$ cat src/rtl/motor_ramp_ctrl.sv
// Soft-start/soft-stop sequencer for a DC-motor bridge: ramps the PWM duty,
// enforces a dead time after every stop and stops at once on the forward limit switch.
module motor_ramp_ctrl #(
  parameter int unsigned DUTY_W   = 8,
  parameter int unsigned DUTY_MAX = 255,
  parameter int unsigned STEP_DIV = 1000,
  parameter int unsigned DEAD_CYC = 5000
) (
  input  logic              sclk,
  input  logic              s_rst,
  input  logic              enable,
  input  logic              direct,
  input  logic              limit_r,
  input  logic              limit_l,
  output logic [DUTY_W-1:0] duty,
  output logic              pwm_en,
  output logic              pwm_dir,
  output logic              busy,
  output logic              limit_hit
);

  localparam int unsigned PrescW = (STEP_DIV > 1) ? $clog2(STEP_DIV) : 1;
  localparam int unsigned DeadW  = (DEAD_CYC > 1) ? $clog2(DEAD_CYC) : 1;

  localparam logic [PrescW-1:0] PrescLast = PrescW'(STEP_DIV - 1);
  localparam logic [PrescW-1:0] PrescOne  = PrescW'(1);
  localparam logic [DeadW-1:0]  DeadLast  = DeadW'(DEAD_CYC - 1);
  localparam logic [DeadW-1:0]  DeadOne   = DeadW'(1);
  localparam logic [DUTY_W-1:0] DutyMax   = DUTY_W'(DUTY_MAX);
  localparam logic [DUTY_W-1:0] DutyOne   = DUTY_W'(1);
  localparam logic [DUTY_W-1:0] DutyZero  = '0;

  typedef enum logic [2:0] {
    StIdle,
    StRampUp,
    StRun,
    StRampDown,
    StDead
  } state_e;

  state_e              state_q, state_d;
  logic [DUTY_W-1:0]   duty_q, duty_d;
  logic                pwm_en_q, pwm_en_d;
  logic                pwm_dir_q, pwm_dir_d;
  logic                busy_q;
  logic                limit_hit_q, limit_hit_d;
  logic [PrescW-1:0]   presc_q, presc_d;
  logic [DeadW-1:0]    dead_q, dead_d;

  logic tick;
  logic lim_fwd;
  logic moving;
  logic stop_req;

  always_comb begin
    state_d     = state_q;
    duty_d      = duty_q;
    pwm_en_d    = pwm_en_q;
    pwm_dir_d   = pwm_dir_q;
    limit_hit_d = 1'b0;

    tick     = (presc_q == PrescLast);
    lim_fwd  = pwm_dir_q ? limit_r : limit_l;
    moving   = (state_q == StRampUp) || (state_q == StRun) || (state_q == StRampDown);
    stop_req = !enable || (direct != pwm_dir_q);

    // The switch ahead of travel overrides everything while the bridge is driven.
    if (moving && lim_fwd) begin
      duty_d      = DutyZero;
      pwm_en_d    = 1'b0;
      limit_hit_d = 1'b1;
      state_d     = StDead;
    end else begin
      unique case (state_q)
        StIdle: begin
          duty_d   = DutyZero;
          pwm_en_d = 1'b0;
          if (enable && !(direct ? limit_r : limit_l)) begin
            pwm_dir_d = direct;
            pwm_en_d  = 1'b1;
            state_d   = StRampUp;
          end
        end
        StRampUp: begin
          if (stop_req) begin
            state_d = StRampDown;
          end else if (tick) begin
            duty_d = duty_q + DutyOne;
            if (duty_d == DutyMax) state_d = StRun;
          end
        end
        StRun: begin
          duty_d = DutyMax;
          if (stop_req) state_d = StRampDown;
        end
        StRampDown: begin
          if (duty_q == DutyZero) begin
            pwm_en_d = 1'b0;
            state_d  = StDead;
          end else if (tick) begin
            duty_d = duty_q - DutyOne;
            if (duty_q == DutyOne) begin
              pwm_en_d = 1'b0;
              state_d  = StDead;
            end
          end
        end
        StDead: begin
          duty_d   = DutyZero;
          pwm_en_d = 1'b0;
          if (dead_q == DeadLast) state_d = StIdle;
        end
        default: state_d = StIdle;
      endcase
    end

    // Prescaler restarts on every state entry so each phase gets a full first step.
    presc_d = ((state_d != state_q) || tick) ? '0 : presc_q + PrescOne;
    dead_d  = (state_q == StDead) ? dead_q + DeadOne : '0;
  end

  always_ff @(posedge sclk) begin
    if (s_rst) begin
      state_q     <= StIdle;
      duty_q      <= '0;
      pwm_en_q    <= 1'b0;
      pwm_dir_q   <= 1'b0;
      busy_q      <= 1'b0;
      limit_hit_q <= 1'b0;
      presc_q     <= '0;
      dead_q      <= '0;
    end else begin
      state_q     <= state_d;
      duty_q      <= duty_d;
      pwm_en_q    <= pwm_en_d;
      pwm_dir_q   <= pwm_dir_d;
      busy_q      <= (state_d != StIdle);
      limit_hit_q <= limit_hit_d;
      presc_q     <= presc_d;
      dead_q      <= dead_d;
    end
  end

  assign duty      = duty_q;
  assign pwm_en    = pwm_en_q;
  assign pwm_dir   = pwm_dir_q;
  assign busy      = busy_q;
  assign limit_hit = limit_hit_q;

endmodule

$ cat config.mk
export PLATFORM = sky130hd
export DESIGN_NAME = motor_ramp_ctrl
export DESIGN_NICKNAME = d
export VERILOG_FILES = /design/src/rtl/motor_ramp_ctrl.sv
export SDC_FILE = /design/constraint.sdc
export NUM_CORES = 1
export LEC_CHECK = 0
export CAP_MARGIN = 40
export CORE_MARGIN = 2
export CORE_UTILIZATION = 30
export DETAILED_ROUTE_END_ITERATION = 8
export HOLD_SLACK_MARGIN = 0.15
export PLACE_DENSITY = 0.53
export SYNTH_ARGS = -nofsm -noshare
export SYNTH_HDL_FRONTEND = slang
export SYNTH_SLANG_ARGS = --single-unit
$ cat constraint.sdc
create_clock -name sclk -period 2.5 [get_ports sclk]
set_input_delay 0.5 -clock sclk [delete_from_list [all_inputs] [get_ports sclk]]
set_output_delay 0.5 -clock sclk [all_outputs]
set_load 0.01 [all_outputs]
; Yosys cells after proc, flatten, opt, wreduce, memory -nomap -nowiden
; Index checks and enable logic that the tools add are counted.
[classes]
add_sub_neg = 4
n_eq_ne = 16
n_mux = 24
n_bitwise = 2
reduce_logical = 20
[ops]
columns = cell, n
row1 = $mux W8, 4
row2 = $pmux W8 S4, 1
row3 = $mux W3, 10
row4 = $pmux W3 S5, 1
row5 = $add A13 B1 Y13 const B, 1
row6 = $eq A13 B13 Y1 const B, 1
row7 = $add A10 B1 Y10 const B, 1
row8 = $eq A10 B10 Y1 const B, 1
row9 = $add A8 B1 Y8 const B, 1
row10 = $eq A8 B1 Y1 const B, 1
row11 = $eq A8 B8 Y1 const B, 1
row12 = $logic_not A8 Y1, 1
row13 = $ne A2 B2 Y1 const B, 4
row14 = $reduce_or A2 Y1, 4
row15 = $sub A8 B1 Y8 const B, 1
row16 = $mux W1, 7
row17 = $eq A3 B2 Y1 const B, 2
row18 = $reduce_and A3 Y1, 2
row19 = $reduce_bool A3 Y1, 2
row20 = $reduce_and A5 Y1, 1
row21 = $logic_or A1 B1 Y1, 4
row22 = $reduce_bool A4 Y1, 1
row23 = $eq A3 B1 Y1 const B, 1
row24 = $eq A3 B3 Y1 const B, 1
row25 = 9 further kinds, 12
[totals]
register_bits = 38
in_bits = 6
out_inout_bits = 12
wordCells = 74

; Logic depth before layout (Yosys ltp)
; Gate-level depths: netlist (run 1).
[depth]
word_depth = 10
depth_mapped = 9
mapped_depth_nobuf = 8

; Worst setup path before layout (run 1)
; OpenSTA, ideal clock, no wires.
[synth_path]
path_kind = flip-flop to flip-flop
start = register duty_q[1] (netlist: duty[1])
end = register presc_q[0]
setup_ns = 0.151
arrival_time_ns = 2.067
required_time_ns = 2.349
setup_slack_ns = 0.282
path_stages_with_launch = 8
path_buffers = 1
synth_period_minus_slack_ns = 2.218
path_cell_list = dfxtp_1 nand3_2 or4_4 a2111o_1 o21ai_1 o211a_1 buf_4 a211oi_1
[synth_between]
elab_chain_len = 10
word_cells_on_any_way = 15
cone_classes = add/sub (1) / eq/ne (3) / mux (8) / reduce/logical (3)
[synth_rtl]
columns = element, line_no
row1 = start: declaration, 42  ; logic [DUTY_W-1:0] duty_q, duty_d;
row2 = start signal: assignment, 134  ; duty_q <= duty_d;
row3 = $add A8 B1 Y8, 88  ; duty_d = duty_q + DutyOne;
row4 = $eq A8 B8 Y1, 89  ; if (duty_d == DutyMax) state_d = StRun;
row5 = $mux W3, 89
row6 = $mux W3, 87  ; end else if (tick) begin
row7 = $mux W3, 85  ; if (stop_req) begin
row8 = $pmux W3 S5 (*), 74  ; unique case (state_q)
row9 = $mux W3 (*), 68  ; if (moving && lim_fwd) begin
row10 = $ne A3 B3 Y1 (*), 118  ; presc_d = ((state_d != state_q) || tick) ? '0 : presc_q + PrescOne;
row11 = $logic_or A1 B1 Y1 (*), 118
row12 = $reduce_or A2 Y1 (no line) (*), --
row13 = end signal: assignment, 139  ; presc_q <= presc_d;
row14 = end: declaration, 47  ; logic [PrescW-1:0] presc_q, presc_d;
; Every way passes the cells marked *; elsewhere a longest branch is shown, timed or not.
; A chain may end at the register's enable or synchronous reset.

; Final worst setup path (run 1)
[layout_path]
start = register duty_q[1] (netlist: duty[1])
end = register presc_q[2]
; The elaborated chain is that of the path after synthesis.

==> flow_metrics.py, run 1 <==
metrics = {
    "global_routing": {
        "grt_usage": 0.146,
        "overflow": 0,
        "grt_max_degree": 14,
        "grt_pass1_vias": 2068,
        "grt_pass1_wl_mm": 10.2,
        "antenna_found_initial": 0,
    },
    "worst_setup_path": {
        "cp_max_fo": 10,
        "crit_path_end": "presc_q[2]$_SDFF_PP0_",
        "path_class": "reg -> reg",
        "r2r_end": "presc_q[2]$_SDFF_PP0_",
        "crit_start": "duty[1]$_SDFFE_PP0P_",
        "crit_required_ns": 2.67,
        "cp.arrival_ns": 2.47,
        "ff2ff_setup_slack_ns": 0.21,
        "r2r_start": "duty[1]$_SDFFE_PP0P_",
        "endpoint_kind": "flip-flop",
        "reg2regPathDepth": 6,
        "crit_path_start_kind": "flip-flop",
    },
    "synthesis": {
        "yosys_register_bits": 38,
        "yosysWarnings": 0,
        "yosysSeqAreaShare": 0.322,
        "synth_cell_types": 55,
        "synthXorXnorAreaFrac": 0.0854,
        "yosys.area_share.simple": 0.249,
        "synth-edff-count": 0,
        "synth_area_um2": 2360,
        "syn_area_per_cell_um2": 8.08,
        "synth-compound-area-share": 0.217,
        "syn_inst": 292,
        "synth_top_family_by_area": "simple AND/OR/NAND/NOR gates",
        "syn_nets": 305,
        "async_flop_share": 0,
        "yosys_most_used_dff": "dfxtp_1",
        "synthMuxAreaShare": 0.0170,
        "yosys.area_share.adder": 0.0371,
    },
    "detailed_routing": {
        "viasPerCell": 5.13,
        "drt_pass1_iterations": 5,
        "drt.antenna.violating_nets": 0,
        "finalWirelength_mm": 5.90,
        "via_count": 2173,
        "post_drt_wl_per_cell_um": 13.9,
        "first_iter_violations": 112,
        "post-route-drc-count": 0,
    },
    "power_and_ir_drop": {
        "swShare": 0.395,
        "p_total_mw": 2.51,
        "combPwrFrac": 0.465,
        "p_seq_frac": 0.318,
        "p_leak_nw": 1.01,
        "peakVddDrop_mv": 0.331,
        "clockPowerShare": 0.218,
        "intPower_mw": 1.52,
        "p_switching_uw": 991,
        "p_per_area_nw_per_um2": 886,
    },
    "clock_tree": {
        "worstSkewPairLatency_ns": 0.29,
        "cts_tree": "built",
        "cts_buffer_depth": 2,
        "cts.clk_slew.worst_paths_ns": 0.08,
        "root_buffer": "clkbuf_8",
        "cts_max_level": 2,
        "holdBufCountCts": 0,
        "cts.sinks": 38,
        "numCtsBuffers": 5,
    },
    "place": {
        "dp.final_hpwl_mm": 4.29,
        "io_buffers": 17,
        "routabilityCongestion": 0.878,
        "post-place-ws_ns": -0.0615,
    },
    "cells_and_area": {
        "final_common_cell": "dfxtp_1",
        "antenna_cells": 0,
        "mostFrequentLayoutCells": "dfxtp_1, nor2_1, buf_4, a21oi_1, nand3_1",
        "fin_nets": 335,
        "drive_above_1_share": 0.134,
        "areaGrowthSynthToFinish_pct": 20.0,
        "final_util": 0.368,
    },
    "die": {
        "coreArea_um2": 7690,
        "die-width_um": 92.7,
        "die_area_um2": 8590,
        "start_util": 0.307,
        "io_pins": 18,
        "fp-row-count": 32,
        "dieHeight_um": 92.7,
    },
    "timing": {
        "maxClockFrequency_mhz": 436,
        "fin_tns_setup_ns": 0,
        "fin_worst_skew_ns": 0.00973,
        "fin_crit_sh": 0.918,
        "min_period_ns": 2.29,
        "hold_violations": 0,
        "tightestPinTransition_ns": 0.378,
        "setup_viol": 0,
        "finalWorstSetupSlack_ns": 0.206,
        "rsz0062_at_grt": "false",
        "drv_slew": 0,
        "relSlewSlack": 0.746,
    },
    "flow_run": {
        "maxCapViolCount": 0,
    },
    "worst_hold_path": {
        "min_path_type": "reg -> reg",
    },
    "outcome": {
        "status": "complete, no violations",
    },
}
==> cell usage after synthesis (3+ instances only) <==
cell type | n | area [um2]
or3_1 | 3 | 18.8
buf_6 | 6 | 67.6
buf_2 | 3 | 15.0
nand3_1 | 19 | 95.1
nor3_1 | 6 | 30.0
clkbuf_1 | 6 | 22.5
buf_4 | 3 | 22.5
xnor2_1 | 9 | 78.8
mux2i_1 | 4 | 40.0
a21oi_1 | 21 | 105
nor2_1 | 33 | 124
nand2b_1 | 4 | 25.0
o21ai_0 | 18 | 90.1
and3_1 | 5 | 31.3
dfxtp_1 | 38 | 761
inv_1 | 11 | 41.3
a31oi_1 | 3 | 18.8
ha_1 | 7 | 87.6
nand4b_1 | 3 | 26.3
a211oi_1 | 15 | 113
xor2_1 | 14 | 123
nand2_1 | 16 | 60.1
==> critical path, stage by stage, from the launching register on <==
cell and delay, ns:
dfxtp_1 0.47, nand3_2 0.12, or4_4 0.50, a2111o_1 0.44, o21ai_1 0.27, o211a_4 0.27, a211oi_1 0.09
==> registers in the layout, summed over array words and instances (netlist names) <==
name,count
presc_q,10
duty,8
dead_q,13
pwm_dir,1
pwm_en,1
state_q,3
limit_hit,1
busy,1
==> cell type report <==
class,count,area (um2)
Timing Repair Buffer,41,350
Multi-Input combinational cell,225,1440
Sequential cell,38,761
Clock buffer,6,82.6
Fill cell,790,4850
Tap cell,102,128
Inverter,11,41.3
Clock inverter,1,30.0
==> repair_timing <==
item	in CTS	in global routing
endpoints found under the setup margin	0	10
resized for setup	0	4
setup buffers	0	1
==> cells by family after synthesis <==
logic type | Yosys count
flops | 38
xor+xnor | 23
compound gates | 79
simple gates | 112
buf+inv | 29
mux | 4
fa+ha+maj | 7
==> metrics by stage <==
step                      hold WS, ns  cell area [um2]  instances
after CTS                       0.475             2820        423
after global placement          0.446             2700        416
after floorplan                 0.430             2360        292
after global routing            0.503             2830        424
final                           0.476             2830        424
after detailed placement        0.456             2700        416
==> power by group through the flow <==
stage / clock network, mW / logic [mW] / registers, mW
CTS: 0.562 / 1.13 / 0.797
finish: 0.546 / 1.17 / 0.797
floorplan: 0 / 0.753 / 0.798
global route: 0.585 / 1.30 / 0.814
global placement: 0 / 1.13 / 0.810
detailed placement: 0 / 1.13 / 0.810
==> layer usage <==
metal	vias to the layer above	wire [um]	track usage
li1	1113	-	-
met1	1017	2910	0.193
met2	36	2760	0.246
met3	7	147	0.0220
met4	0	79	0.0429
met5	-	0	0
==> worst min-delay path by stage <==
stage | cells after the start | endpoint | from | slack (ns)
4_1_cts | 1 | dead_q[0]$_SDFF_PP0_ | dead_q[0]$_SDFF_PP0_ | 0.47
6_report | 1 | dead_q[0]$_SDFF_PP0_ | dead_q[0]$_SDFF_PP0_ | 0.48
3_5_place_dp | 1 | dead_q[0]$_SDFF_PP0_ | dead_q[0]$_SDFF_PP0_ | 0.46
2_1_floorplan | 1 | dead_q[0]$_SDFF_PP0_ | dead_q[0]$_SDFF_PP0_ | 0.43
5_1_grt | 1 | dead_q[0]$_SDFF_PP0_ | dead_q[0]$_SDFF_PP0_ | 0.50
3_3_place_gp | 1 | dead_q[0]$_SDFF_PP0_ | dead_q[0]$_SDFF_PP0_ | 0.45
No activity file was read; power rests on OpenSTA's default activity.
==> inputs of run 2 (changes only) <==
- CORE_UTILIZATION: 30 -> 45
- PLACE_DENSITY: 0.53 -> 0.7
==> flow_metrics.py, run 2 (synthesis results as in run 1) <==
metrics = {
    "outcome": {
        "status": "complete, no violations",
    },
    "worst_setup_path": {
        "crit_required_ns": 2.64,
        "cp_max_fo": 10,
        "reg2regPathDepth": 6,
        "crit_path_start_kind": "flip-flop",
        "endpoint_kind": "flip-flop",
        "cpPeakStageDelay_ns": 0.51,
        "crit_slowest_cell": "or4_4",
        "crit_cells": 6,
        "cp.arrival_ns": 2.45,
        "path_class": "reg -> reg",
        "critPathTopFamily": "compound AO/OA/AOI/OAI gates",
        "cp_cell_sequence": "nand3_2 -> or4_4 -> a2111o_1 -> o21ai_1 -> o211a_2 -> a211oi_1",
        "critPathBufInv": 0,
    },
    "power_and_ir_drop": {
        "swShare": 0.386,
        "p_total_mw": 2.41,
        "combPwrFrac": 0.447,
        "p_leak_nw": 0.988,
        "peakVddDrop_mv": 0.594,
        "clockPowerShare": 0.220,
        "p_seq_frac": 0.333,
        "p_per_area_nw_per_um2": 878,
        "intPower_mw": 1.48,
        "p_switching_uw": 932,
    },
    "clock_tree": {
        "root_buffer": "clkbuf_8",
        "worstSkewPairLatency_ns": 0.29,
        "cts.clk_slew.worst_paths_ns": 0.08,
        "holdBufCountCts": 0,
        "numCtsBuffers": 5,
        "cts_buffer_depth": 2,
        "cts_tree": "built",
        "cts.sinks": 38,
        "cts_max_level": 2,
    },
    "place": {
        "routabilityCongestion": 0.812,
        "io_buffers": 17,
        "dp.final_hpwl_mm": 3.90,
        "post-place-ws_ns": 0.0332,
        "dpl_cell_area_um2": 2630,
    },
    "detailed_routing": {
        "post-route-drc-count": 0,
        "wl_met3_um": 339,
        "drt_pass1_iterations": 4,
        "routedLengthMet1_mm": 2.48,
        "drt.antenna.violating_nets": 0,
        "post_drt_wl_per_cell_um": 13.8,
        "first_iter_violations": 129,
        "finalWirelength_mm": 5.34,
        "wl_met2_mm": 2.45,
        "via_count": 2169,
        "highest_layer": "met4",
        "viasPerCell": 5.60,
    },
    "die": {
        "fp-row-count": 26,
        "io_pins": 18,
        "die_area_um2": 5840,
        "dieHeight_um": 76.4,
        "die-width_um": 76.4,
        "coreArea_um2": 5070,
        "start_util": 0.465,
    },
    "timing": {
        "finalWorstSetupSlack_ns": 0.183,
        "relSlewSlack": 0.488,
        "fin_crit_sh": 0.927,
        "maxClockFrequency_mhz": 432,
        "fin_tns_setup_ns": 0,
        "min_period_ns": 2.32,
        "hold_violations": 0,
        "tightestPinTransition_ns": 0.765,
        "fin_worst_skew_ns": 0.00905,
        "setup_viol": 0,
        "rsz0062_at_grt": "false",
        "drv_slew": 0,
    },
    "global_routing": {
        "antenna_found_initial": 0,
        "grt_pass1_wl_mm": 9.29,
        "grt_pass1_vias": 2041,
        "overflow": 0,
        "grt_usage": 0.190,
        "grt_max_degree": 17,
    },
    "cells_and_area": {
        "regMostFlops": "dead_q",
        "drive_above_1_share": 0.123,
        "final_common_cell": "dfxtp_1",
        "fin_nets": 330,
        "design_area_um2": 2750,
        "areaGrowthSynthToFinish_pct": 16.4,
        "antenna_cells": 0,
        "mostFrequentLayoutCells": "dfxtp_1, nor2_1, a21oi_1, nand3_1, buf_4",
        "largest_register_ffs": 13,
    },
    "flow_run": {
        "maxCapViolCount": 0,
    },
    "worst_hold_path": {
        "min_path_type": "reg -> reg",
        "holdPathStages": 1,
    },
}
run 2: cell count changes in the layout (fill, tap and decap cells not counted), sizes merged:
cell / before / now
buf: 24 / 19
run 2: power groups by stage:
stage	clock network [mW]	logic, mW	registers [mW]
finish	0.530	1.08	0.804
global route	0.565	1.20	0.819
CTS	0.543	1.07	0.800
detailed placement	0	1.06	0.814
global placement	0	1.06	0.812
floorplan	0	0.753	0.798
run 2: worst register-to-register path, stage by stage, from the launching register on:
cell and delay, ns:
dfxtp_2 0.42, nand3_2 0.15, or4_4 0.51, a2111o_1 0.46, o21ai_1 0.18, o211a_2 0.33
a211oi_1 0.11
run 2: cell type report:
type | count | area [um2]
Inverter | 11 | 41.3
Timing Repair Buffer | 36 | 313
Fill cell | 488 | 2330
Clock buffer | 6 | 82.6
Sequential cell | 38 | 763
Multi-Input combinational cell | 225 | 1430
Clock inverter | 1 | 30.0
Tap cell | 70 | 87.6
run 2: what timing repair did:
action | CTS | global route
resized for setup | 0 | 3
hold endpoints to repair | 0 | 0
setup buffers | 0 | 0
endpoints found under the setup margin | 0 | 11
run 2: path summary, 6_finish.rpt:
kind | slack [ns] | start | endpoint
setup / recovery | 0.18 | duty[1]$_SDFFE_PP0P_ | presc_q[2]$_SDFF_PP0_
hold / removal | 0.46 | dead_q[0]$_SDFF_PP0_ | dead_q[0]$_SDFF_PP0_
setup reg to reg | 0.18 | duty[1]$_SDFFE_PP0P_ | presc_q[2]$_SDFF_PP0_
hold reg to reg | 0.46 | dead_q[0]$_SDFF_PP0_ | dead_q[0]$_SDFF_PP0_
run 2: per-stage QoR:
step / cells / hold slack [ns] / util
after floorplan: 292 / 0.430 / -
after global placement: 380 / 0.443 / 0.519
after CTS: 387 / 0.469 / 0.541
final: 387 / 0.461 / 0.541
after detailed placement: 380 / 0.451 / 0.519
after global routing: 387 / 0.511 / 0.541
run 2: metal layers:
metal,global-route usage,vias up
met5,0,-
met4,0.0673,0
met3,0.0320,8
met2,0.305,64
met1,0.258,997
li1,-,1100
